**src/rtl/mpsk_pkg.sv**
```systemverilog
// Shared definitions for the M-PSK modulator: mode encodings, Gray-to-phase
// mapping and the quarter-wave sine constants used to build the sample ROM.
package mpsk_pkg;

  typedef enum logic [1:0] {
    MODE_BPSK = 2'd0,
    MODE_QPSK = 2'd1,
    MODE_8PSK = 2'd2,
    MODE_RSVD = 2'd3
  } mode_e;

  localparam int ROM_DEPTH = 32;
  localparam int ROM_AW    = 5;
  localparam int SIN_FRAC  = 24;

  // The reserved encoding falls back to QPSK.
  function automatic logic [1:0] bps_of(input logic [1:0] mode);
    case (mode_e'(mode))
      MODE_BPSK: bps_of = 2'd1;
      MODE_8PSK: bps_of = 2'd3;
      default:   bps_of = 2'd2;
    endcase
  endfunction

  // Phase index in 45 degree steps; only the low bps bits of sym are used.
  function automatic logic [2:0] gray_to_phase(input logic [2:0] sym, input logic [1:0] bps);
    logic [2:0] p;
    p = 3'd0;
    case (bps)
      2'd1: p = sym[0] ? 3'd4 : 3'd0;
      2'd3: begin
        case (sym)
          3'b000: p = 3'd0;
          3'b001: p = 3'd1;
          3'b011: p = 3'd2;
          3'b010: p = 3'd3;
          3'b110: p = 3'd4;
          3'b111: p = 3'd5;
          3'b101: p = 3'd6;
          default: p = 3'd7;
        endcase
      end
      default: begin
        case (sym[1:0])
          2'b00: p = 3'd0;
          2'b01: p = 3'd2;
          2'b11: p = 3'd4;
          default: p = 3'd6;
        endcase
      end
    endcase
    return p;
  endfunction

  // sin(j * 11.25 deg) in Q0.24 for j = 0..8 (first quadrant, inclusive).
  function automatic longint sin_q24(input int j);
    case (j)
      0: sin_q24 = 64'sd0;
      1: sin_q24 = 64'sd3273072;
      2: sin_q24 = 64'sd6420363;
      3: sin_q24 = 64'sd9320922;
      4: sin_q24 = 64'sd11863283;
      5: sin_q24 = 64'sd13949745;
      6: sin_q24 = 64'sd15500126;
      7: sin_q24 = 64'sd16454847;
      default: sin_q24 = 64'sd16777216;
    endcase
  endfunction

endpackage

```
**src/rtl/mpsk_sine_rom.sv**
```systemverilog
// Registered 32-entry offset-binary sine lookup; the table is folded out of
// the first-quadrant constants at elaboration for any DATA_W.
module mpsk_sine_rom
  import mpsk_pkg::*;
#(
  parameter int DATA_W = 12
) (
  input  logic              clk,
  input  logic              rst_n,
  input  logic              en,
  input  logic [ROM_AW-1:0] addr,
  output logic [DATA_W-1:0] data
);

  localparam logic [DATA_W-1:0] MID = {1'b1, {(DATA_W-1){1'b0}}};

  // Quadrant folding keeps rounding symmetric about midscale.
  function automatic logic [DATA_W-1:0] sine_val(input int i);
    int     quadrant;
    int     q;
    int     j;
    longint amp;
    longint mag;
    longint val;
    quadrant = i / 8;
    q        = i % 8;
    j        = (quadrant % 2 == 1) ? (8 - q) : q;
    amp      = (longint'(1) << (DATA_W - 1)) - 1;
    mag      = (amp * sin_q24(j) + (longint'(1) << (SIN_FRAC - 1))) >>> SIN_FRAC;
    val      = (longint'(1) << (DATA_W - 1));
    val      = (quadrant >= 2) ? (val - mag) : (val + mag);
    return DATA_W'(val);
  endfunction

  logic [DATA_W-1:0] table_mem [ROM_DEPTH];

  for (genvar i = 0; i < ROM_DEPTH; i++) begin : g_rom
    localparam logic [DATA_W-1:0] ENTRY = sine_val(i);
    assign table_mem[i] = ENTRY;
  end

  always_ff @(posedge clk or negedge rst_n) begin
    if (!rst_n) begin
      data <= MID;
    end else if (en) begin
      data <= table_mem[addr];
    end
  end

endmodule

```
**src/rtl/mpsk_modulator.sv**
```systemverilog
// Serial-bit M-PSK modulator: collects BPSK/QPSK/8PSK symbols into a
// one-deep holding register and plays them out as paced carrier samples.
module mpsk_modulator
  import mpsk_pkg::*;
#(
  parameter int DATA_W = 12,
  parameter int SPS    = 8
) (
  input  logic              CLK,
  input  logic              RSTn,
  input  logic [1:0]        mode,
  input  logic              Din,
  input  logic              Din_valid,
  output logic              Din_ready,
  input  logic              sample_en,
  output logic [DATA_W-1:0] Sout,
  output logic              Sout_valid,
  output logic              sym_strobe,
  output logic              underrun,
  input  logic              underrun_clr
);

  localparam int           K_W    = $clog2(SPS);
  localparam int           STEP   = ROM_DEPTH / SPS;
  localparam logic [K_W-1:0] K_LAST = K_W'(SPS - 1);

  logic [1:0]        col_bps;
  logic [1:0]        bit_cnt;
  logic [1:0]        col_sr;
  logic              hold_full;
  logic [2:0]        hold_phase;
  logic [2:0]        cur_phase;
  logic [K_W-1:0]    k;
  logic              started;

  logic [1:0]        eff_bps;
  logic              accept;
  logic              complete;
  logic [2:0]        shift_in;
  logic              boundary;
  logic [2:0]        next_phase;
  logic [2:0]        sample_phase;
  logic [ROM_AW-1:0] k_offset;
  logic [ROM_AW-1:0] rom_addr;

  // Mode is only sampled at a symbol start, so a change mid-symbol waits for the next one.
  always_comb begin
    eff_bps      = (bit_cnt == 2'd0) ? bps_of(mode) : col_bps;
    Din_ready    = !hold_full || (bit_cnt != eff_bps - 2'd1);
    accept       = Din_valid && Din_ready;
    complete     = accept && (bit_cnt == eff_bps - 2'd1);
    shift_in     = (bit_cnt == 2'd0) ? {2'b00, Din} : {col_sr, Din};
    boundary     = sample_en && (!started || k == K_LAST);
    next_phase   = hold_full ? hold_phase : 3'd0;
    sample_phase = (boundary && !started) ? next_phase : cur_phase;
    k_offset     = ROM_AW'(int'(k) * STEP);
    rom_addr     = k_offset + {sample_phase, 2'b00};
  end

  always_ff @(posedge CLK or negedge RSTn) begin
    if (!RSTn) begin
      col_bps <= 2'd2;
      bit_cnt <= 2'd0;
      col_sr  <= 2'd0;
    end else if (accept) begin
      col_sr <= shift_in[1:0];
      if (bit_cnt == 2'd0) begin
        col_bps <= bps_of(mode);
      end
      bit_cnt <= complete ? 2'd0 : bit_cnt + 2'd1;
    end
  end

  // A completion wins over a consume so a freshly finished symbol is never lost.
  always_ff @(posedge CLK or negedge RSTn) begin
    if (!RSTn) begin
      hold_full  <= 1'b0;
      hold_phase <= 3'd0;
    end else if (complete) begin
      hold_full  <= 1'b1;
      hold_phase <= gray_to_phase(shift_in, eff_bps);
    end else if (boundary) begin
      hold_full <= 1'b0;
    end
  end

  always_ff @(posedge CLK or negedge RSTn) begin
    if (!RSTn) begin
      cur_phase <= 3'd0;
      k         <= '0;
      started   <= 1'b0;
    end else if (sample_en) begin
      if (boundary) begin
        cur_phase <= next_phase;
      end
      k       <= (k == K_LAST) ? '0 : k + 1'b1;
      started <= 1'b1;
    end
  end

  always_ff @(posedge CLK or negedge RSTn) begin
    if (!RSTn) begin
      Sout_valid <= 1'b0;
      sym_strobe <= 1'b0;
      underrun   <= 1'b0;
    end else begin
      Sout_valid <= sample_en;
      sym_strobe <= sample_en && (k == '0);
      if (underrun_clr) begin
        underrun <= 1'b0;
      end else if (boundary && !hold_full) begin
        underrun <= 1'b1;
      end
    end
  end

  mpsk_sine_rom #(
    .DATA_W(DATA_W)
  ) u_rom (
    .clk  (CLK),
    .rst_n(RSTn),
    .en   (sample_en),
    .addr (rom_addr),
    .data (Sout)
  );

endmodule

```
**config.mk**
```make
export PLATFORM = sky130hd
export DESIGN_NAME = mpsk_modulator
export DESIGN_NICKNAME = d
export VERILOG_FILES = /design/src/rtl/mpsk_pkg.sv /design/src/rtl/mpsk_sine_rom.sv /design/src/rtl/mpsk_modulator.sv
export SDC_FILE = /design/constraint.sdc
export NUM_CORES = 1
export LEC_CHECK = 0
export CORE_MARGIN = 8
export CORE_UTILIZATION = 45
export CTS_CLUSTER_DIAMETER = 200
export DETAILED_ROUTE_END_ITERATION = 10
export PLACE_DENSITY = 0.68
export SETUP_SLACK_MARGIN = 0.02
export SYNTH_ARGS = -nofsm -noshare
export SYNTH_HDL_FRONTEND = slang
export SYNTH_HIERARCHICAL = 1
export SYNTH_SLANG_ARGS = --single-unit
export TNS_END_PERCENT = 5
```
**constraint.sdc**
```tcl
create_clock -name CLK -period 2.6 [get_ports CLK]
set_clock_uncertainty 0.05 [all_clocks]
set_input_delay 0.52 -clock CLK [delete_from_list [all_inputs] [get_ports CLK]]
set_output_delay 0.52 -clock CLK [all_outputs]
set_load 0.02 [all_outputs]
```
After elaboration in Yosys (flattened, before gate mapping)
Memory sizes are Yosys's and may differ from the RTL's. A register that Yosys moved wholly into a read port is not among the register bits. Index checks and enable logic that the tools add are counted.

Bits of input ports: 8. Flip-flop bits (word level): 20. Logic and storage cells: 65. Output and inout bits: 16. Memories kept: 1. ROM bits: 384.

Memories: (name not given) (depth 32, width 12, rd ports 1, clocked after Yosys merged registers in 1, wr ports 0, RTL line mpsk_sine_rom.sv:46) `data <= table_mem[addr];`.

Bitwise operators: 1. Mux-type cells: 15. Add/sub/neg operators: 4. Reduce and logical (&&, ||, !) cells: 19. Equal/unequal tests: 14.

Operators with widths (count): $pmux 3 s7 (1); $mux 3 (5); $eq 3x3->1 const B (4); $pmux 3 s3 (1); $eq 2x2->1 const B (3); $eq 3x2->1 const B (2); $logic_and 1x1->1 (6); $logic_not 2->1 (3); $logic_not 3->1 (2); $not 5->6 (1); $pmux 3 s2 (1); $add 5x5->5 (1); $eq 2x1->1 const B (2); $mux 1 (4); $mux 2 (2); $pmux 2 s2 (1); $reduce_bool 2->1 (2); $add 3x1->3 const B (1); $eq 3x1->1 const B (1); $logic_not 1->1 (3); $add 2x1->2 const B (1); $eq 2x2->1 (1); $logic_or 1x1->1 (2); $ne 2x2->1 (1); other kinds (2) (2).

Depth between registers and ports, before layout
Depth in word-level cells: 9. Gate-level depth with buffers: 14. Mapped depth without buffers: 13.

Cells and area by module
Netlist, hierarchy kept.

By module, submodules not included: mpsk_modulator (sequential area each 501.7 um^2, instances 1, area each 1222.4 um^2, cells each 124); mpsk_sine_rom (sequential area each 301.5 um^2, instances 1, area each 1101.1 um^2, cells each 135).

Worst setup path before layout
OpenSTA, ideal clock, no wires.

Path kind: in2reg. Start point: input port sample_en. End point: register u_rom.data[9]. Buffers on the path: 2. Setup time: 137 ps. Cell stages on the path: 12. Required time: 2413 ps. Setup slack: -238 ps. Data arrival time: 2652 ps. Path through: clkbuf_1 > nand2_1 > o21ai_0 > ha_1 > inv_1 > fa_1 > xnor2_1 > xnor2_1 > clkbuf_1 > a221oi_1 > a21oi_1 > a21oi_1.

Longest elaborated chain between the ends: 5.

RTL lines: start, declared (RTL line mpsk_modulator.sv:15) `input logic sample_en,`; $logic_and 1x1->1 (RTL line mpsk_modulator.sv:53) `boundary = sample_en && (!started || k == K_LAST);`; $logic_and 1x1->1 (RTL line mpsk_modulator.sv:55) `sample_phase = (boundary && !started) ? next_phase : cur_phase;`; $mux 3 (RTL line mpsk_modulator.sv:55); $add 5x5->5 (RTL line mpsk_modulator.sv:57) `rom_addr = k_offset + {sample_phase, 2'b00};`; net rom_addr[4] (RTL line mpsk_modulator.sv:44) `logic [ROM_AW-1:0] rom_addr;`; $not 5->6 (not written as such) (RTL line mpsk_sine_rom.sv:46); end, declared (RTL line mpsk_sine_rom.sv:12) `output logic [DATA_W-1:0] data`.

The timed path passes the listed nets, and every way through them passes these cells. A chain may end at the register's enable or synchronous reset.

Final worst setup path
Start point: register bit_cnt[1]. End point: output port Din_ready.

Longest elaborated chain between the ends: 5.

RTL lines: start, declared (RTL line mpsk_modulator.sv:28) `logic [1:0] bit_cnt;`; start signal, assigned (RTL line mpsk_modulator.sv:70) `bit_cnt <= complete ? 2'd0 : bit_cnt + 2'd1;`; $logic_not 2->1 (RTL line mpsk_modulator.sv:48) `eff_bps = (bit_cnt == 2'd0) ? bps_of(mode) : col_bps;`; $mux 2; net eff_bps[0] (RTL line mpsk_modulator.sv:36) `logic [1:0] eff_bps;`; $sub 2x1->2 (RTL line mpsk_modulator.sv:49) `Din_ready = !hold_full || (bit_cnt != eff_bps - 2'd1);`; $ne 2x2->1 (RTL line mpsk_modulator.sv:49); $logic_or 1x1->1 (RTL line mpsk_modulator.sv:49); end, declared (RTL line mpsk_modulator.sv:14) `output logic Din_ready,`.

The timed path passes the listed nets, and every way through them passes these cells.

==> impl_results.md <==
- Post-DP HPWL: 4.00 mm
- Startpoint Class: flip-flop
- R2R depth: 13
- Yosys top cell area share: 0.323
- Via density: 5.09
- Cells after DPL: 387
- Reg-to-reg endpoint: u_rom/data[3]
- CP bufs+invs: 2
- Hold Slack: 0.418 ns
- All-layer global routing usage: 0.147
- Vias in the first global route: 2040
- Area Overhead vs Synth: 35.6%
- Core area: 5040 um^2
- Synth top area cells: dfrtp_1 (32%), ha_1 (12%), nand2_1 (5.2%)
- Worst EP arrival: 2.07 ns
- CTS H-tree lvls: 2
- Post-Layout Cell Count: 400
- Avg WL per Cell: 13.4 um
- Crit-path max FO: 5
- ANT cells: 0
- Post-route ant nets: 0
- CTS Buf Count: 5
- TritonCTS clock tree: yes
- CP max stage cell: dfrtp_1
- Max VDD drop: 0.603 mV
- Worst path depth: 9
- Leakage power: 1.42 nW
- Starting Density: 0.461
- Total number of yosys warnings: 6
- Die area: 7720 um^2
- Worst min path class: flip-flop to flip-flop
- Cell mode on critical path: ha_4
- PwrDens: 1570 nW/um^2
- Placed Area: 2920 um^2
- Start point of the worst min-delay path: started
- Die X-Extent: 87.9 um
- Top Ports: 24
- Post-synthesis cell area: roughly 2300 um^2
- R2R Path Start: started
- Routability cong.: just under 0.9
- Area leader, netlist: dfrtp_1
- Final setup fails: 1
- CP top delay family: adder cells
- Initial antenna violation count: 0
- Synth Register Bits: 32
- Layout cells sized above 1: 0.279
- Status: finished with violations
- First-pass GRT wire length: 9.02 mm
- Ys flop type: dfrtp_1
- DR DRC count: 0
- CP cell instances: inv_2, ha_4, nor2_4, a21oi_4, ha_4, xnor2_2, nand2b_4, or2_4, buf_6
- # port buffers: 23
- Final instance area: 3150 um^2
- Violated checks: setup timing
- Max cap viols: 0
- Post-synth EDFFs: 0
- Fmax: 379 MHz
- Critical path type: flip-flop to primary output
- CP peak stage delay: 0.40 ns
- Largest net degree at the start of global routing: 33
- Flop-to-flop setup slack: about 0.19 ns
- RSZ-0062 raised after global routing: yes
- CP required: ~2.0 ns
- GRT overflow: 0
- 1st-iter DRT viols: 94
- Fin worst setup slack: -0.0382 ns
- CTS Buffer Depth: 2
- Placement Setup Slack: -0.594 ns
- TritonRoute pass-1 iters: 5
- Filler cells: 421
- Clock root buffer: clkbuf_8
- CP Capture Type: primary output
- Min-Delay Path Depth: 1
- Clock sinks: 32
- Crit path time final: 2.64 ns
- Skew-Pair Late Insertion Delay: 0.29 ns
- Max-slew violations: 0
- Sequential element share of the synthesized area: 0.346
- Final Hold Fails: 0
- Sum Neg Setup Slack: -0.0382 ns
- Nets: 360
- Hold Buf Count CTS: 0
- Die height: 87.9 um
- Distinct cells, synth: just under 50
- FFs w/ async S/R, synth: 1.00
- Final critical-path share of the clock period: 1.01
- Clock transition at the registers of the reported paths: ~0.070 ns
- Synthesized area per cell: ~9 um^2
- Post-synthesis cell count: 259
- Final wirelength: 5.34 mm
- Hold path endpoint: started
- Num rows: 26
- Via count: 2037
==> per-layer routing <==
metal	share of wire	up-vias	track usage	wire length [um]
met4	0.0088	0	0.0438	47
met1	0.45	952	0.177	2420
met2	0.48	46	0.249	2590
li1	-	1034	-	-
met3	0.055	5	0.0394	292
met5	0	-	0	0
==> state kept, by name, indices dropped and copies added, names as in the netlist <==
signal      cells
underrun        1
Sout_valid      1
col_bps         2
hold_phase      3
sym_strobe      1
cur_phase       3
k               3
started         1
col_sr          2
hold_full       1
bit_cnt         2
u_rom/data     12
==> where the power goes <==
| group | internal [W] | switching, W | leakage, nW | total [W] |
|---|---|---|---|---|
| Sequential | 0.000732 | 0.000138 | 0.382 | 0.000871 |
| Combinational | 0.00192 | 0.00176 | 0.995 | 0.00368 |
| Clock | 0.000215 | 0.000186 | 0.0445 | 0.000400 |
| Total | 0.00287 | 0.00208 | 1.42 | 0.00495 |
==> synthesized netlist by cell type (all sizes together) (2+ instances only) <==
master and number:
a31oi 6, nand2 32, o221ai 4, a211o 2, mux2i 6, o211ai 6, o21a 2, inv 22
a221oi 2, nand2b 6, ha 22, buf 8, a31o 2, dfstp 2, clkbuf 5, dfrtp 30
a211oi 2, or2 4, xnor2 4, o22a 2, nor3 6, nand3 4, nor2b 4, nor2 21
mux2 7, mux4 2, a21oi 16, o21ai 16, o311ai 2
==> layout by cell type, fill, tap and decap left out, types with 5 or more instances in the layout <==
cell             instances
buf_4                   41
nand2_1                 31
dfrtp_1                 30
clkdlybuf4s50_1         20
inv_1                   19
nor2_1                  18
ha_1                    18
a21oi_1                 14
o21ai_0                 14
conb_1                  12
mux2_2                   6
o211ai_1                 6
mux2i_1                  6
nor3_1                   6
clkbuf_8                 6
nand2b_1                 5
a31oi_1                  5
==> how the worst max path moves through the flow <==
| stage | start | endpoint | slack, ns |
|---|---|---|---|
| 2_1_floorplan | bit_cnt[0] | Din_ready | -0.06 |
| 3_3_place_gp | mode[0] | Din_ready | -0.54 |
| 3_5_place_dp | mode[0] | Din_ready | -0.59 |
| 4_1_cts | mode[1] | Din_ready | -0.05 |
| 5_1_grt | bit_cnt[1] | Din_ready | -0.13 |
| 6_report | bit_cnt[1] | Din_ready | -0.04 |
==> layout make-up <==
| cell class | count | area, um^2 | area share |
|---|---|---|---|
| Sequential cell | 32 | 803 | 0.255 |
| Inverter | 22 | 82.6 | 0.0262 |
| Timing Repair Buffer | 65 | 557 | 0.177 |
| Clock inverter | 1 | 7.51 | 0.00238 |
| Multi-Input combinational cell | 203 | 1530 | 0.485 |
| Clock buffer | 7 | 86.3 | 0.0274 |
| Tap cell | 70 | 87.6 | 0.0278 |
==> stage by stage <==
stage                     total power (W)  utilization
after floorplan                   0.00288            -
after global placement            0.00411        0.578
after detailed placement          0.00415        0.578
after CTS                         0.00475        0.610
after global routing              0.00537        0.625
final                             0.00495        0.625
==> logic make-up (layout without fill, tap and decap cells) <==
group / Yosys count / in the layout / share of synthesized area
and+or+nand+nor: 81 / 81 / 0.165
xor gates and xnor gates: 4 / 4 / 0.0183
DFF: 32 / 32 / 0.346
AOI/OAI and AO/OA: 68 / 68 / 0.198
other: 1 / 12 / 0.00161
adders and majority gates: 23 / 23 / 0.127
muxes: 15 / 15 / 0.0808
buffers and inverters: 35 / 95 / 0.0635
==> repair_timing <==
action,4_1_cts,5_1_grt
pin swaps,10,3
resized for setup,21,13
setup endpoints to repair,12,2
gates cloned,0,0
buffers inserted,3,2
No activity file was read; power rests on OpenSTA's default activity.
